`config.mk`:
```
export PLATFORM = sky130hd
export DESIGN_NAME = ram_march_bist
export DESIGN_NICKNAME = d
export VERILOG_FILES = /design/src/rtl/ram_march_bist.sv
export SDC_FILE = /design/constraint.sdc
export NUM_CORES = 1
export LEC_CHECK = 0
export CAP_MARGIN = 20
export CORE_MARGIN = 4
export CORE_UTILIZATION = 45
export DETAILED_ROUTE_END_ITERATION = 12
export PLACE_DENSITY_LB_ADDON = 0.05
export SYNTH_ARGS = -nofsm -noshare
export SYNTH_HDL_FRONTEND = slang
export SYNTH_SLANG_ARGS = --single-unit
export TNS_END_PERCENT = 5
```
`constraint.sdc`:
```
create_clock -name clk -period 2.97 [get_ports clk]
set_input_delay 0.594 -clock clk [delete_from_list [all_inputs] [get_ports clk]]
set_output_delay 0.594 -clock clk [all_outputs]
set_load 0.05 [all_outputs]
```
`src/rtl/ram_march_bist.sv`:
```
// March BIST engine (W, R/W~, descending R/W, R) driving a single-port RAM with 1-cycle registered read.
// Optional STOP_ON_FAIL_EN: halt at the first mismatch instead of completing the march.
module ram_march_bist #(
  parameter int unsigned    AW      = 8,
  parameter int unsigned    DW      = 8,
  parameter logic [DW-1:0]  PATTERN = DW'(8'h55)
) (
  input  logic          clk,
  input  logic          rst_n,
  input  logic          start,
  output logic          busy,
  output logic          done,
  output logic          pass,
  output logic [AW-1:0] fail_addr,
  output logic [DW-1:0] fail_data,
  output logic [7:0]    err_count,
  output logic          ram_wr,
  output logic          ram_rd,
  output logic [AW-1:0] ram_addr,
  output logic [DW-1:0] ram_d_in,
  input  logic [DW-1:0] ram_d_out
);

`ifdef STOP_ON_FAIL_EN
  localparam bit STOP_ON_FAIL = 1'b1;
`else
  localparam bit STOP_ON_FAIL = 1'b0;
`endif

  localparam logic [AW-1:0] ADDR_MAX = {AW{1'b1}};
  localparam logic [AW-1:0] ADDR_MIN = '0;

  typedef enum logic [3:0] {
    S_IDLE, S_M0_W,
    S_M1_R, S_M1_C, S_M1_W,
    S_M2_R, S_M2_C, S_M2_W,
    S_M3_R, S_M3_C,
    S_DONE
  } state_t;

  state_t          r_state;
  state_t          w_state_nxt;
  logic [AW-1:0]   r_addr;
  logic [AW-1:0]   w_addr_nxt;
  logic [AW-1:0]   r_fail_addr;
  logic [DW-1:0]   r_fail_data;
  logic [7:0]      r_err_count;
  logic            w_wr;
  logic            w_rd;
  logic [DW-1:0]   w_d_in;
  logic            w_chk;
  logic [DW-1:0]   w_exp;
  logic            w_mis;
  logic            w_accept;

  assign w_accept = start && ((r_state == S_IDLE) || (r_state == S_DONE));
  assign w_mis    = w_chk && (ram_d_out != w_exp);

  always_ff @(posedge clk or negedge rst_n) begin
    if (!rst_n) begin
      r_state <= S_IDLE;
      r_addr  <= '0;
    end else begin
      r_state <= w_state_nxt;
      r_addr  <= w_addr_nxt;
    end
  end

  always_comb begin
    w_state_nxt = r_state;
    w_addr_nxt  = r_addr;
    w_wr        = 1'b0;
    w_rd        = 1'b0;
    w_d_in      = '0;
    w_chk       = 1'b0;
    w_exp       = PATTERN;
    case (r_state)
      S_IDLE, S_DONE: begin
        if (start) begin
          w_state_nxt = S_M0_W;
          w_addr_nxt  = ADDR_MIN;
        end
      end
      S_M0_W: begin
        w_wr        = 1'b1;
        w_d_in      = PATTERN;
        w_addr_nxt  = r_addr + 1'b1;
        w_state_nxt = (r_addr == ADDR_MAX) ? S_M1_R : S_M0_W;
      end
      S_M1_R: begin
        w_rd        = 1'b1;
        w_state_nxt = S_M1_C;
      end
      S_M1_C: begin
        w_chk       = 1'b1;
        w_exp       = PATTERN;
        w_state_nxt = (STOP_ON_FAIL && w_mis) ? S_DONE : S_M1_W;
      end
      S_M1_W: begin
        w_wr   = 1'b1;
        w_d_in = ~PATTERN;
        // M2 descends, so the last M1 address is also the first M2 address
        if (r_addr == ADDR_MAX) begin
          w_state_nxt = S_M2_R;
        end else begin
          w_addr_nxt  = r_addr + 1'b1;
          w_state_nxt = S_M1_R;
        end
      end
      S_M2_R: begin
        w_rd        = 1'b1;
        w_state_nxt = S_M2_C;
      end
      S_M2_C: begin
        w_chk       = 1'b1;
        w_exp       = ~PATTERN;
        w_state_nxt = (STOP_ON_FAIL && w_mis) ? S_DONE : S_M2_W;
      end
      S_M2_W: begin
        w_wr   = 1'b1;
        w_d_in = PATTERN;
        if (r_addr == ADDR_MIN) begin
          w_state_nxt = S_M3_R;
        end else begin
          w_addr_nxt  = r_addr - 1'b1;
          w_state_nxt = S_M2_R;
        end
      end
      S_M3_R: begin
        w_rd        = 1'b1;
        w_state_nxt = S_M3_C;
      end
      S_M3_C: begin
        w_chk      = 1'b1;
        w_exp      = PATTERN;
        if (STOP_ON_FAIL && w_mis) begin
          w_state_nxt = S_DONE;
        end else if (r_addr == ADDR_MAX) begin
          w_state_nxt = S_DONE;
        end else begin
          w_addr_nxt  = r_addr + 1'b1;
          w_state_nxt = S_M3_R;
        end
      end
      default: begin
        w_state_nxt = S_IDLE;
        w_addr_nxt  = '0;
      end
    endcase
  end

  // first-failure capture only while the counter is still zero
  always_ff @(posedge clk or negedge rst_n) begin
    if (!rst_n) begin
      r_err_count <= '0;
      r_fail_addr <= '0;
      r_fail_data <= '0;
    end else if (w_accept) begin
      r_err_count <= '0;
      r_fail_addr <= '0;
      r_fail_data <= '0;
    end else if (w_mis) begin
      if (r_err_count == 8'd0) begin
        r_fail_addr <= r_addr;
        r_fail_data <= ram_d_out;
      end
      if (r_err_count != 8'hFF) begin
        r_err_count <= r_err_count + 8'd1;
      end
    end
  end

  assign busy      = (r_state != S_IDLE) && (r_state != S_DONE);
  assign done      = (r_state == S_DONE);
  assign pass      = done && (r_err_count == 8'd0);
  assign fail_addr = r_fail_addr;
  assign fail_data = r_fail_data;
  assign err_count = r_err_count;
  assign ram_wr    = w_wr;
  assign ram_rd    = w_rd;
  assign ram_addr  = r_addr;
  assign ram_d_in  = w_d_in;

endmodule

```
# Yosys cells after proc, flatten, opt, wreduce, memory -nomap -nowiden
# Index checks and enable logic that the tools add are counted.
dict set report totals {
  reg_bits 36
  latch_bits 0
  ram_bits 0
  rom_bits 0
  input_bits 11
  out_inout_bits 45
  elab_cells 72
  memories 0
}
dict set report classes {
  add_sub_neg 3
  mul 0
  div_mod_pow 0
  n_lt_le_gt_ge 0
  eq_ne 17
  shifts 0
  muxes 24
  bitwise 1
  n_reduce_logical 22
}
# cell n
set op_table {}
lappend op_table {{8-bit two-way mux} 13}
lappend op_table {{4-bit case mux with 10 select lines} 1}
lappend op_table {{8-bit case mux with 5 select lines} 1}
lappend op_table {{8-bit by 1-bit adder with 8-bit output (second input constant)} 2}
lappend op_table {{4-bit by 3-bit equality test with 1-bit output (second input constant)} 4}
lappend op_table {{8-bit zero test} 2}
lappend op_table {{8-bit case mux with 2 select lines} 1}
lappend op_table {{4-bit equality test (second input constant)} 3}
lappend op_table {{3-bit OR reduction} 3}
lappend op_table {{4-bit by 2-bit equality test with 1-bit output (second input constant)} 2}
lappend op_table {{8-bit equality test (second input constant)} 1}
lappend op_table {{4-bit two-way mux} 2}
lappend op_table {{8-bit inequality test} 1}
lappend op_table {{8-bit inequality test (second input constant)} 1}
lappend op_table {{8-bit by 1-bit subtractor with 8-bit output (second input constant)} 1}
lappend op_table {{2-bit inequality test (second input constant)} 3}
lappend op_table {{2-bit nonzero test} 3}
lappend op_table {{2-bit OR reduction} 3}
lappend op_table {{5-bit OR reduction} 1}
lappend op_table {{4-bit by 1-bit equality test with 1-bit output (second input constant)} 1}
lappend op_table {{1-bit logical AND} 4}
lappend op_table {{4-bit zero test} 1}
lappend op_table {{2-bit two-way mux} 2}
lappend op_table {{4-bit inequality test (second input constant)} 1}
lappend op_table {{7 further kinds} 10}

# Longest topological paths before layout
dict set report depth {
  ltp_word 6
  ltp_mapped 12
  mapped_depth_nobuf 10
}

# Worst setup path after synthesis
# Ideal clock, no wire load.
dict set report synth_timing {
  path_type {flip-flop to output port}
  from {register r_state[1]}
  to {output ram_wr}
  arrival_ps 2285
  required_ps 2376
  setup_slack_ps 91
  path_stages_with_launch 4
  n_path_buf 1
  cell_sequence {dfrtp_1 -> buf_1 -> nor4b_2 -> or2_2}
}
dict set report synth_via {
  elab_chain_cells 3
  word_cells_on_any_way 5
  cone_classes {eq/ne: 3; mux: 1; reduce/logical: 1}
}
# element line_no
set synth_rtl {}
lappend synth_rtl {{start: declaration} 41} ;# state_t r_state;
lappend synth_rtl {{start signal: assignment} 64} ;# r_state <= w_state_nxt;
lappend synth_rtl {{4-bit by 3-bit equality test with 1-bit output or 4-bit by 1-bit equality test with 1-bit output (tied branches)} 77} ;# case (r_state)
lappend synth_rtl {{3-bit OR reduction (no source line) (*)} -}
lappend synth_rtl {{1-bit two-way mux (*)} 77}
lappend synth_rtl {{end: declaration} 17} ;# output logic ram_wr,
# Every way passes the cells marked *; elsewhere a longest branch is shown, timed or not.

# Final worst setup path
dict set report layout_timing {
  from {register r_state[3]}
  to {register r_addr[7], in the netlist ram_addr[7]}
}
dict set report layout_via {
  elab_chain_cells 4
  word_cells_on_any_way 20
  cone_classes {eq/ne: 13; mux: 1; bitwise: 1; reduce/logical: 5}
}
# element line_no
set layout_rtl {}
lappend layout_rtl {{4-bit equality test (tied with other cells)} 77}
lappend layout_rtl {{2-bit OR reduction (no source line) (tied with other cells)} -}
lappend layout_rtl {{2-bit inequality test (no source line) or 1-bit NOT (tied branches)} -}
lappend layout_rtl {{4-bit AND reduction (no source line)} -}
lappend layout_rtl {{end signal: assignment} 65} ;# r_addr <= w_addr_nxt;
lappend layout_rtl {{end: declaration} 43} ;# logic [AW-1:0] r_addr;
# Several ways; a longest one is shown, not always the timed one.
# A chain may end at the register's enable or synchronous reset.

==> reports/qor.csv <==
stage,metric,value,unit
synth,synth_edf_count,0,
critical_path,cp.required,3.16,ns
critical_path,crit_family,compound AO/OA/AOI/OAI gates,
synth,synth-seq-cells,36,
grt,met1_usage,27.8,%
cells_and_area,multi_input_area,1200,µm²
drt,drc,0,
place,gp_congestion,0.894,
min_path,hold_path_class,flop to flop,
power,p_leak,1.31,nW
cells_and_area,nets,341,
drt,drt_iter0_drc,118,
cells_and_area,final_common_cell,clkdlybuf4s50_1,
critical_path,critPathMaxStageDelay,0.45,ns
cells_and_area,antenna_cells,0,
synth,ys.flop_type,dfrtp_1,
synth,yosysTopAreaCellShare,39.1,%
timing,rsz0062_at_grt,false,
cts,tritoncts,yes,
grt,met3_usage,4.51,%
floorplan,rows,25,
timing,post-route-period-util,93.1,%
cells_and_area,n_fill_cell,456,
synth,yosysUniqueCellTypes,50,
drt,drtAntennaViolNets,0,
grt,grt_max_degree,37,
drt,dr.pass1.iters,4,
synth,ys_top_cells_by_area,"dfrtp_1 39%, o21ai_0 4.8%, nand3_1 4.1%",
timing,finalHoldViolations,0,
place,port_buffers,55,
timing,period_needed,2.77,ns
grt,busiest_layer,met2,
timing,final_max_slew_viol_count,0,
timing,tns,0,ns
synth,synth.avg_cell_area,8.44,µm²
timing,slew_headroom,55.4,%
critical_path,path_class,flop to flop,
critical_path,cp_max_fo,4,
synth,synth_nets,289,
floorplan,core-area,4850,µm²
cts,post_cts_resized,0,
power,max-vdd-ir-drop,0.812,mV
power,power.density,1180,nW/µm²
synth,synth_top_area_cell,dfrtp_1,
critical_path,cp_num_buf_inv,1,
synth,async_flop_share,100,%
floorplan,fp.dieH,79.5,µm
synth,synth_cells,273,
cts,h-tree-depth,2,
cells_and_area,mostFrequentLayoutCells,"48 x clkdlybuf4s50_1, 36 x dfrtp_1, 23 x inv_1",
drt,wl_per_cell,15.1,µm
grt,grt_pass1_vias,2076,
critical_path,startpoint_type,flop,
drt,via_per_inst,5.46,
cts,ctsHoldBuffers,0,
cts,worstSkewPairLatency,0.29,ns
critical_path,slowest_stage,or3b_1,
synth,ys_seq_area_share,39.1,%
critical_path,worstPathCellList,or3b_1 > a21oi_2 > inv_2 > ha_1 > o21a_1 > a31oi_1 > o211ai_1 > or4_1 > a311o_1 > o311ai_1,
drt,drt_wl_total,5930,µm
cts,cts_buffer_depth,2,
cts,cts_sinks,36,
cts,clkSlewWorstSetupHoldPaths,0.07,ns
floorplan,io_pins,56,
grt,grt_first_pass_wirelength,10300,µm
timing,fmax,362,MHz
grt,grt_usage,20.4,%
grt,antenna_found_initial,0,
critical_path,crit_arrival,2.95,ns
floorplan,die_area,6330,µm²
grt,grtUsageMet2,32.1,%
drt,dr_total_vias,2145,
grt,grt_overflow,0,
synth,syn_area,2300,µm²
floorplan,initial_core_util,47.5,%
cts,cts_buffers,5,
synth,yosysWarnings,0,
cells_and_area,drive_gt1_share,11.0,%
cts,cts_setup_buffers,0,
floorplan,die_w,79.5,µm
place,dp_hpwl,4360,µm
cells_and_area,area_growth,30.4,%
outcome,status,"finished, final reports clean",
cts,clockRootBuffer,clkbuf_8,
cells_and_area,seq_area,901,µm²
timing,skew,0.00418,ns
cells_and_area,stdcell_area,3000,µm²
critical_path,crit_path_end_kind,flop,
place,postPlaceCellArea,2910,µm²
flow_run,maxCapViolations,0,
timing,worstMarginPinSlew,0.667,ns
timing,finalSetupViolCount,0,
[registers in the layout (all words and copies together), names as in the netlist]
| signal | flops |
|---|---|
| err_count | 8 |
| fail_data | 8 |
| fail_addr | 8 |
| r_state | 4 |
| ram_addr | 8 |
[power by group]
group | internal [W] | total (W) | leakage (nW) | switching (W)
Combinational | 0.000823 | 0.00227 | 0.808 | 0.00145
Clock | 0.000189 | 0.000368 | 0.0445 | 0.000179
Sequential | 0.000684 | 0.000904 | 0.458 | 0.000220
[area by class of cell]
class                   count  share of cell area, %
clock buffers               7                   2.88
clock inverters             1                  0.250
inverters                  25                   3.13
multi-input cells         191                   40.0
flip-flops and latches     36                   30.0
well taps                  67                   2.79
repair buffers             66                   20.9
[worst register-to-register path, stage by stage (launching register included)]
cell      delay [ns]
dfrtp_1         0.37
or3b_1          0.45
a21oi_2         0.20
inv_2           0.08
ha_1            0.22
o21a_1          0.18
a31oi_1         0.19
o211ai_1        0.16
or4_1           0.45
a311o_1         0.29
o311ai_1        0.09
[synthesized netlist by cell type, types with 2 or more instances]
cell	number
a211oi_1	3
a21oi_1	11
a31oi_1	5
and3_1	7
buf_1	2
buf_2	4
buf_4	6
clkbuf_1	9
dfrtp_1	36
ha_1	5
inv_1	23
inv_2	2
mux2i_1	2
nand2_1	15
nand2b_1	5
nand3_1	19
nand3b_1	2
nand4_1	8
nor2_1	19
nor3_1	8
nor3b_1	2
nor4bb_1	4
o211ai_1	2
o21a_1	3
o21ai_0	22
o21ai_1	3
o21bai_1	2
o221a_2	2
o22ai_1	3
o311ai_1	2
o31ai_1	3
or2_2	4
or3_1	2
or4_1	2
xnor2_1	6
xor2_1	6
[cell families after synthesis]
kind of cell | share of synthesized area (%)
AOI/OAI and AO/OA | 20.2
DFF | 39.1
buffers and inverters | 8.69
xor gates and xnor gates | 4.56
and+or+nand+nor | 23.8
adders and majority gates | 2.72
muxes | 0.869
[per-stage QoR]
step	hold slack [ns]	std cells	setup slack (ns)	util, %	total power, W
2_1_floorplan	0.298	273	0.0910	-	0.00248
3_3_place_gp	0.484	385	0.332	60.0	0.00316
3_5_place_dp	0.491	385	0.255	60.0	0.00318
4_1_cts	0.508	393	0.212	61.9	0.00356
5_1_grt	0.534	393	0.0657	61.9	0.00379
6_report	0.500	393	0.205	61.9	0.00354
[worst paths after layout]
path	startpoint	end	slack (ns)	depth (start not counted)
max	r_state[3]	ram_addr[7]	0.20	10
min	fail_data[5]	fail_data[5]	0.50	2
max reg2reg	r_state[3]	ram_addr[7]	0.20	10
min reg2reg	fail_data[5]	fail_data[5]	0.50	2
max in group asynchronous	rst_n	fail_addr[6]	1.92	2
min in group asynchronous	rst_n	ram_addr[0]	0.72	2
[routing by layer]
metal / up-vias / part of all wire (%)
met4: 0 / 1.4
met5: - / 0
met2: 54 / 46
met1: 1009 / 47
met3: 8 / 5.2
li1: 1074 / -
(Power assumes the default switching activity.)
